## src/rtl/rmt_steer.sv

```systemverilog
// Header-matching AXI-Stream steering stage: forwards frames whose beat 0 carries the expected
// EtherType/delimiter (tdest from a programmable function table) and drops the rest whole.
// Optional frame counters are enabled by defining RMT_STEER_STATS_EN.
module rmt_steer #(
  parameter int                    DATA_WIDTH   = 512,
  parameter int                    KEEP_WIDTH   = DATA_WIDTH / 8,
  parameter int                    USER_WIDTH   = 1,
  parameter int                    DEST_WIDTH   = 2,
  parameter int                    TABLE_DEPTH  = 4,
  parameter logic [15:0]           ETHER_TYPE   = 16'h0008,
  parameter int                    ETHER_OFFSET = 12,
  parameter logic [15:0]           DELIM_VALUE  = 16'hF0E1,
  parameter int                    DELIM_OFFSET = 42,
  parameter int                    FUNC_OFFSET  = 44,
  parameter logic [DEST_WIDTH-1:0] DEFAULT_DEST = '0
) (
  input  logic                           clk,
  input  logic                           rst,
  input  logic [DATA_WIDTH-1:0]          s_axis_tdata,
  input  logic [KEEP_WIDTH-1:0]          s_axis_tkeep,
  input  logic                           s_axis_tvalid,
  output logic                           s_axis_tready,
  input  logic                           s_axis_tlast,
  input  logic [USER_WIDTH-1:0]          s_axis_tuser,
  output logic [DATA_WIDTH-1:0]          m_axis_tdata,
  output logic [KEEP_WIDTH-1:0]          m_axis_tkeep,
  output logic                           m_axis_tvalid,
  input  logic                           m_axis_tready,
  output logic                           m_axis_tlast,
  output logic [USER_WIDTH-1:0]          m_axis_tuser,
  output logic [DEST_WIDTH-1:0]          m_axis_tdest,
  input  logic                           cfg_wr_en,
  input  logic [$clog2(TABLE_DEPTH)-1:0] cfg_wr_index,
  input  logic                           cfg_wr_valid,
  input  logic [15:0]                    cfg_wr_func,
  input  logic [DEST_WIDTH-1:0]          cfg_wr_dest,
  output logic [31:0]                    stat_pass_frames,
  output logic [31:0]                    stat_drop_frames
);

  // Handshake: a beat moves on either side when tvalid && tready at a rising clk edge.
  // s_axis_tready is a flop and never looks at s_axis_tvalid; m_axis_* hold while stalled.

  typedef enum logic [1:0] {IDLE, TRANSFER, DROP} state_t;

  typedef struct packed {
    logic [DATA_WIDTH-1:0] data;
    logic [KEEP_WIDTH-1:0] keep;
    logic                  last;
    logic [USER_WIDTH-1:0] user;
    logic [DEST_WIDTH-1:0] dest;
  } beat_t;

  state_t                state, state_next;
  logic                  beat_acc;
  logic                  hdr_match;
  logic                  push;
  logic [DEST_WIDTH-1:0] push_dest;
  logic [DEST_WIDTH-1:0] lut_dest;
  logic [DEST_WIDTH-1:0] cur_dest;
  logic [15:0]           ether_f, delim_f, func_f;

  logic                  tbl_valid [TABLE_DEPTH];
  logic [15:0]           tbl_func  [TABLE_DEPTH];
  logic [DEST_WIDTH-1:0] tbl_dest  [TABLE_DEPTH];

  beat_t                 in_beat, out_q, skid_q;
  logic                  out_valid, skid_valid, skid_valid_next;
  logic                  out_free;
  logic                  ready_q;

  assign ether_f   = s_axis_tdata[ETHER_OFFSET*8 +: 16];
  assign delim_f   = s_axis_tdata[DELIM_OFFSET*8 +: 16];
  assign func_f    = s_axis_tdata[FUNC_OFFSET*8 +: 16];
  assign hdr_match = (ether_f == ETHER_TYPE) && (delim_f == DELIM_VALUE);
  assign beat_acc  = s_axis_tvalid && s_axis_tready;

  // Walk from the top index down so the lowest matching entry is the one left standing.
  always_comb begin
    lut_dest = DEFAULT_DEST;
    for (int i = TABLE_DEPTH - 1; i >= 0; i--) begin
      if (tbl_valid[i] && (tbl_func[i] == func_f)) lut_dest = tbl_dest[i];
    end
  end

  always_ff @(posedge clk or posedge rst) begin
    if (rst) begin
      for (int i = 0; i < TABLE_DEPTH; i++) begin
        tbl_valid[i] <= 1'b0;
        tbl_func[i]  <= '0;
        tbl_dest[i]  <= '0;
      end
    end else if (cfg_wr_en) begin
      tbl_valid[cfg_wr_index] <= cfg_wr_valid;
      tbl_func[cfg_wr_index]  <= cfg_wr_func;
      tbl_dest[cfg_wr_index]  <= cfg_wr_dest;
    end
  end

  always_comb begin
    state_next = state;
    push       = 1'b0;
    push_dest  = cur_dest;
    case (state)
      IDLE: begin
        if (beat_acc) begin
          if (hdr_match) begin
            push      = 1'b1;
            push_dest = lut_dest;
            if (!s_axis_tlast) state_next = TRANSFER;
          end else if (!s_axis_tlast) begin
            state_next = DROP;
          end
        end
      end
      TRANSFER: begin
        if (beat_acc) begin
          push = 1'b1;
          if (s_axis_tlast) state_next = IDLE;
        end
      end
      DROP: begin
        if (beat_acc && s_axis_tlast) state_next = IDLE;
      end
      default: state_next = IDLE;
    endcase
  end

  always_ff @(posedge clk or posedge rst) begin
    if (rst) begin
      state    <= IDLE;
      cur_dest <= '0;
    end else begin
      state <= state_next;
      if (state == IDLE && beat_acc && hdr_match) cur_dest <= lut_dest;
    end
  end

  assign in_beat  = {s_axis_tdata, s_axis_tkeep, s_axis_tlast, s_axis_tuser, push_dest};
  assign out_free = !out_valid || m_axis_tready;

  // Upstream only sees ready while the skid slot is free, so a push never meets a full skid.
  assign skid_valid_next = out_free ? 1'b0 : (skid_valid || push);

  always_ff @(posedge clk or posedge rst) begin
    if (rst) begin
      out_q      <= '0;
      out_valid  <= 1'b0;
      skid_q     <= '0;
      skid_valid <= 1'b0;
      ready_q    <= 1'b0;
    end else begin
      ready_q    <= (state_next == DROP) || !skid_valid_next;
      skid_valid <= skid_valid_next;
      if (out_free) begin
        if (skid_valid) begin
          out_q     <= skid_q;
          out_valid <= 1'b1;
        end else if (push) begin
          out_q     <= in_beat;
          out_valid <= 1'b1;
        end else begin
          out_valid <= 1'b0;
        end
      end else if (push) begin
        skid_q <= in_beat;
      end
    end
  end

  assign s_axis_tready = ready_q;
  assign m_axis_tvalid = out_valid;
  assign m_axis_tdata  = out_q.data;
  assign m_axis_tkeep  = out_q.keep;
  assign m_axis_tlast  = out_q.last;
  assign m_axis_tuser  = out_q.user;
  assign m_axis_tdest  = out_q.dest;

`ifdef RMT_STEER_STATS_EN
  logic        pass_done, drop_done;
  logic [31:0] pass_cnt, drop_cnt;

  assign pass_done = beat_acc && s_axis_tlast &&
                     (((state == IDLE) && hdr_match) || (state == TRANSFER));
  assign drop_done = beat_acc && s_axis_tlast &&
                     (((state == IDLE) && !hdr_match) || (state == DROP));

  always_ff @(posedge clk or posedge rst) begin
    if (rst) begin
      pass_cnt <= '0;
      drop_cnt <= '0;
    end else begin
      if (pass_done) pass_cnt <= pass_cnt + 32'd1;
      if (drop_done) drop_cnt <= drop_cnt + 32'd1;
    end
  end

  assign stat_pass_frames = pass_cnt;
  assign stat_drop_frames = drop_cnt;
`else
  assign stat_pass_frames = '0;
  assign stat_drop_frames = '0;
`endif

endmodule

```

## config.mk

```make
export PLATFORM = sky130hd
export DESIGN_NAME = rmt_steer
export DESIGN_NICKNAME = d
export VERILOG_FILES = /design/src/rtl/rmt_steer.sv
export SDC_FILE = /design/constraint.sdc
export NUM_CORES = 2
export LEC_CHECK = 0
export CAP_MARGIN = 20
export CORE_AREA = 4 4 481 483
export DETAILED_ROUTE_END_ITERATION = 8
export DIE_AREA = 0 0 485 487
export DONT_BUFFER_PORTS = 1
export GPL_TIMING_DRIVEN = 0
export PLACE_DENSITY = 0.34
export SYNTH_ARGS = -nofsm -noshare
export SYNTH_HDL_FRONTEND = slang
export SYNTH_SLANG_ARGS = --single-unit
```

## constraint.sdc

```tcl
create_clock -name clk -period 38.4 [get_ports clk]
set_input_delay 3.84 -clock clk [delete_from_list [all_inputs] [get_ports clk]]
set_output_delay 3.84 -clock clk [all_outputs]
set_load 0.03 [all_outputs]
```

; ---- Yosys cells after proc, flatten, opt, wreduce, memory -nomap -nowiden
; Cells that the tools add are included.
; Widths: inputs -> output; s select.
[totals]
input_bits = 604
output_inout_bits = 646
mem_bits_ro = 0
reg_bits = 1243
memories = 0
ramBits = 0
latch_bits = 0
[op_classes]
n_bitwise = 2
n_lt_le_gt_ge = 2
n_div = 0
reduce_logical = 19
n_mul = 0
shift = 0
mux = 33
n_addsub = 0
eq_ne = 9
[ops]
columns = operator, count
row1 = $mux 580, 2
row2 = $bwmux 64, 1
row3 = $eq 16x16->1, 4
row4 = $demux 16 s2, 1
row5 = $mux 2, 15
row6 = $eq 16x16->1 const B, 1
row7 = $eq 16x4->1 const B, 1
row8 = $mux 16, 1
row9 = $logic_and 1x1->1, 10
row10 = $bwmux 8, 1
row11 = $mux 1, 7
row12 = $pmux 2 s3, 1
row13 = $bwmux 4, 1
row14 = $demux 2 s2, 1
row15 = $eq 2x2->1 const B, 2
row16 = $reduce_and 2->1, 2
row17 = $ge 3x3->1 const B, 1
row18 = $logic_or 1x1->1, 3
row19 = $lt 3x1->1 const B, 1
row20 = $not 2->3, 1
row21 = $demux 1 s2, 1
row22 = $eq 2x1->1 const B, 1
row23 = $logic_not 1->1, 2
row24 = $logic_not 2->1, 1
row25 = other kinds (3), 3

; ---- Longest topological paths before layout
[depth]
word_depth = 11
mapped_depth = 11
depth_no_buf = 7

; ---- Worst setup path before layout
; No wires, ideal clock.
[synth_timing]
path_type = input -> register
start = input port s_axis_tdata[340]
end = register skid_q[106] (netlist name)
required_time_ns = 38.272
arrival_time_ns = 5.912
setup_slack_ns = 32.360
cell_stages = 10
setup_time_ns = 0.128
path_cell_list = or4_4 -> nor4_4 -> a21oi_1 -> nor3_2 -> nand2b_1 -> clkbuf_1 -> buf_6 -> buf_6 -> buf_6 -> mux2_1
[synth_via]
elab_chain_len = 6
[synth_rtl]
columns = element, line_no
row1 = "start, declared", 19  ; input logic [DATA_WIDTH-1:0] s_axis_tdata,
row2 = $eq 16x16->1, 75  ; assign hdr_match = (ether_f == ETHER_TYPE) && (delim_f == DELIM_VALUE);
row3 = $logic_and 1x1->1, 75
row4 = $mux 1, 107  ; if (hdr_match) begin
row5 = $mux 1, 106  ; if (beat_acc) begin
row6 = $pmux 1 s2, 104  ; case (state)
row7 = $reduce_and 2->1 (no line), n/a
row8 = "end signal, assigned", 166  ; skid_q <= in_beat;
row9 = "end, declared", 67  ; beat_t in_beat, out_q, skid_q;
; Every way passes these cells.
; A chain may end at the register's enable or synchronous reset.

; ---- Worst setup path after layout
[layout_timing]
start = input port s_axis_tdata[111]
end = register out_q (netlist bit m_axis_tdata[335])
[layout_via]
elab_chain_len = 7
[layout_rtl]
columns = element, line_no
row1 = $eq 16x4->1, 75
row2 = $logic_and 1x1->1, 75
row3 = $mux 1, 107
row4 = $mux 1, 106
row5 = $pmux 1 s2, 104
row6 = $reduce_bool 2->1 (no line), n/a
row7 = $reduce_and 2->1 (no line), n/a
row8 = "end signal, assigned", 157  ; out_q <= skid_q;
row9 = "end signal, assigned", 160  ; out_q <= in_beat;
row10 = "end, declared", 67
; Every way passes these cells.

==> run metrics <==
outcome completed; Net Sw Frac about a quarter; Slowest-stage cell, CP nor4_1; crit start category primary input; Reg-to-Reg Start m_axis_tvalid; Post-CTS Repair Setup Buffers 0; final hold vios 0; # rows around 180; Clk Latency, worst-skew pair slightly below 0.8 ns; initial antenna violation count 26; CTS Root Cell clkbuf_16; ys async rst share 100%; Detail Route Antenna Nets 0; Flop pwr share a little under half; setup slack at placement a little over 30 ns; accumulated negative setup slack 0 ns; Clk pin slew, worst setup/hold paths around 0.060 ns; crit-path cells nor4_1 > and4_1 > a21oi_1 > nor3_2 > o21ai_1 > buf_2 > buf_2 > buf_2 > buf_2 > nand2_1 > o21ai_0; crit path DAT around 7.3 ns; met2 Use GR 30.2%; IR drop worst, VDD between 30 and 40 µV; largest net degree at the start of global routing 39; Final Slew Violations 0; met3 Usage GRT a little under a tenth; internal power 2240 µW; clock period minus worst slack between 6 and 7 ns; Die ar. approximately 240000 µm²; hold path depth 1; clock sinks roughly 1200; Nets ~5000; number of buffers added on ports 0; power per cell area between 40 and 50 nW/µm²; DRT iter0 DRCs roughly 1300; CTS tree yes; final core utilization around 28%; measured slew at the worst slew-check pin around 1.1 ns; vias in the first global route between 30000 and 40000; Reg2Reg Setup Slack about 35 ns; Pleak approximately 0.029 µW; clock power share about half; synthesis-to-layout area growth 19.1%; Max Cap Violations 0; die width a little under 500 µm; fraction of layout cells with a size suffix above 1 roughly a quarter; Slew headroom ~29%; R2R Path End m_axis_tdata[335]; EDFF count, synth 0; Initial Util 23.4%; FMAX between 100 and 150 MHz; Die Height between 400 and 500 µm; Final Setup Violations 0; worst clock skew roughly 0.027 ns; Sw Pwr 691 µW; Ys Warns 0; Hold-fix buffers, CTS 0; Worst Path Max Fanout 10; WP buf/inv 4; Comb pwr share 3.9%; wire per inst a little under 30 µm; post-DP HPWL around 170 mm; Hold/Removal Path Class reg2reg; grt ovf 0; Synth area leader dfrtp_1; Mapped Area approximately 53000 µm²; Via density between 4 and 5; drt pass-1 iters 5; Max Root-Sink Buffers 3; flops & latches, synth around 1200; Yosys cell types between 40 and 50; Top Usage Layer GRT met2; syn avg cell area 12.8 µm²; WHS Endpoint skid_q[146]; most frequent cell on the critical path buf_2; CP peak stage delay 0.69 ns; Syn Inst Count 4140; Final Cycle Share between 15 and 20%; Worst EP required between 30 and 40 ns; cts repair resizes 0; IO Count about 1300; crit end category flop; Synth top area share 58.6%; min-delay src skid_q[146]; wire length of the first global-routing pass roughly 300 mm; RSZ-0062 raised after global routing false; Num CTS Buffers 160; worst setup margin 31.70 ns; CP delay by family, top simple AND/OR/NAND/NOR gates; detailed-route via count ~33000; WL final approximately 220 mm; sequential area share after synthesis about 59%; worst r2r path cells 8; Placeable Area approximately 230000 µm²; DRC 0; leading post-synthesis cells by cell area dfrtp_1, mux2i_1, mux2_2; Post-synth top flop dfrtp_1; crit path kind in2reg; RD Place Congestion slightly above 0.8; CTS H-tree depth 4; Tot GR Track Use between 10% and 20%; met1 GRT Util 20.7%
[sequential cells by signal, summed over array words and instances, names as in the netlist]
| name | count |
|---|---|
| tbl_func | 64 |
| tbl_valid | 4 |
| m_axis_tdata | 512 |
| m_axis_tuser | 1 |
| s_axis_tready | 1 |
| tbl_dest | 8 |
| m_axis_tdest | 2 |
| skid_q | 580 |
| m_axis_tkeep | 64 |
| m_axis_tlast | 1 |
| cur_dest | 2 |
| skid_valid | 1 |
| state | 2 |
| m_axis_tvalid | 1 |
[worst max path at each step]
stage                      start           endpoint  slack [ns]  cells after the start
2_1_floorplan                rst        cur_dest[0]       17.38                      1
3_3_place_gp                 rst        skid_q[261]        7.10                      1
3_5_place_dp   s_axis_tdata[103]  m_axis_tdata[334]       30.58                     11
4_1_cts        s_axis_tdata[103]  m_axis_tdata[335]       31.45                     11
5_1_grt        s_axis_tdata[103]  m_axis_tdata[336]       31.36                     11
6_report       s_axis_tdata[111]  m_axis_tdata[335]       31.70                     11
[worst reg2reg max path: stages, from the launching register on]
cell	delay (ns)
dfrtp_1	0.74
nand2b_1	0.32
o21ai_1	0.26
buf_2	0.46
buf_2	0.50
buf_2	0.54
buf_2	0.56
nand2_1	0.10
o21ai_0	0.10
[power groups by stage]
stage	clock network [µW]	logic, µW	registers [µW]
global route	1590	128	1340
global placement	0	106	1370
floorplan	0	81.2	1360
detailed placement	0	117	1360
CTS	1550	117	1340
finish	1490	113	1340
[cells in the final DEF, fill, tap and decap left out, types with 15 or more instances in the layout]
master and instances:
nand4_1 15, buf_12 39, mux2i_1 580, clkbuf_16 163, conb_1 64, clkbuf_8 29, xor2_1 18, o21ai_0 580
mux2_2 456, mux2_4 188, nand2_1 582, clkinv_2 15, diode_2 18, buf_6 23, buf_2 93, dfrtp_1 1243
xnor2_1 46, clkbuf_1 216, buf_4 64
[logic make-up (layout without fill, tap and decap cells)]
logic type	Yosys count	count (layout)	share of synthesized area [%]
flops	1243	1243	58.6
mux	1236	1236	26.2
simple gates	649	649	4.94
compound gates	596	596	5.70
buf+inv	351	682	3.48
xor+xnor	64	64	1.06
other cells	1	82	0.00707
[stage by stage]
stage | cells | cell area, µm² | hold slack [ns] | power (µW)
2_1_floorplan | 4203 | 53300 | 0.461 | 1440
3_3_place_gp | 7212 | 57100 | 0.473 | 1470
3_5_place_dp | 7260 | 58000 | 0.481 | 1480
4_1_cts | 7542 | 63100 | 0.494 | 3000
5_1_grt | 7547 | 63200 | 0.510 | 3060
6_report | 7561 | 63200 | 0.491 | 2940
[synth_stat cells (2+ instances only)]
cell type,instances
dfrtp_1,1243
nand2_1,582
mux2i_1,580
o21ai_0,580
mux2_2,456
mux2_4,188
clkbuf_1,161
buf_2,93
buf_4,64
xnor2_1,46
buf_6,23
xor2_1,18
nand4_1,15
mux2_1,12
nand3_1,8
nor4_1,8
inv_1,6
nor2_1,6
and3_1,4
buf_1,4
nand2b_1,4
nor3_1,4
a31oi_1,3
nand3b_1,3
nand4b_1,3
nor4b_1,3
a311oi_1,2
a31o_2,2
o31ai_1,2
o32ai_1,2
or3_1,2
[metal layers]
layer | wire length (µm) | vias up
met5 | 145 | -
met4 | 5400 | 22
met3 | 25600 | 251
met2 | 106000 | 1014
met1 | 84400 | 17100
li1 | - | 14900
[layout make-up]
cell class                      count  area, µm²
Tap cell                         3009       3760
Antenna cell                       18       45.0
Inverter                            6       26.3
Fill cell                       23600     164000
Timing Repair Buffer               49        981
Buffer                            345       1820
Multi-Input combinational cell   2609      20300
Sequential cell                  1243      31100
Clock buffer                      247       4680
Clock inverter                     35        424
Power figures use the tool's default switching activity.
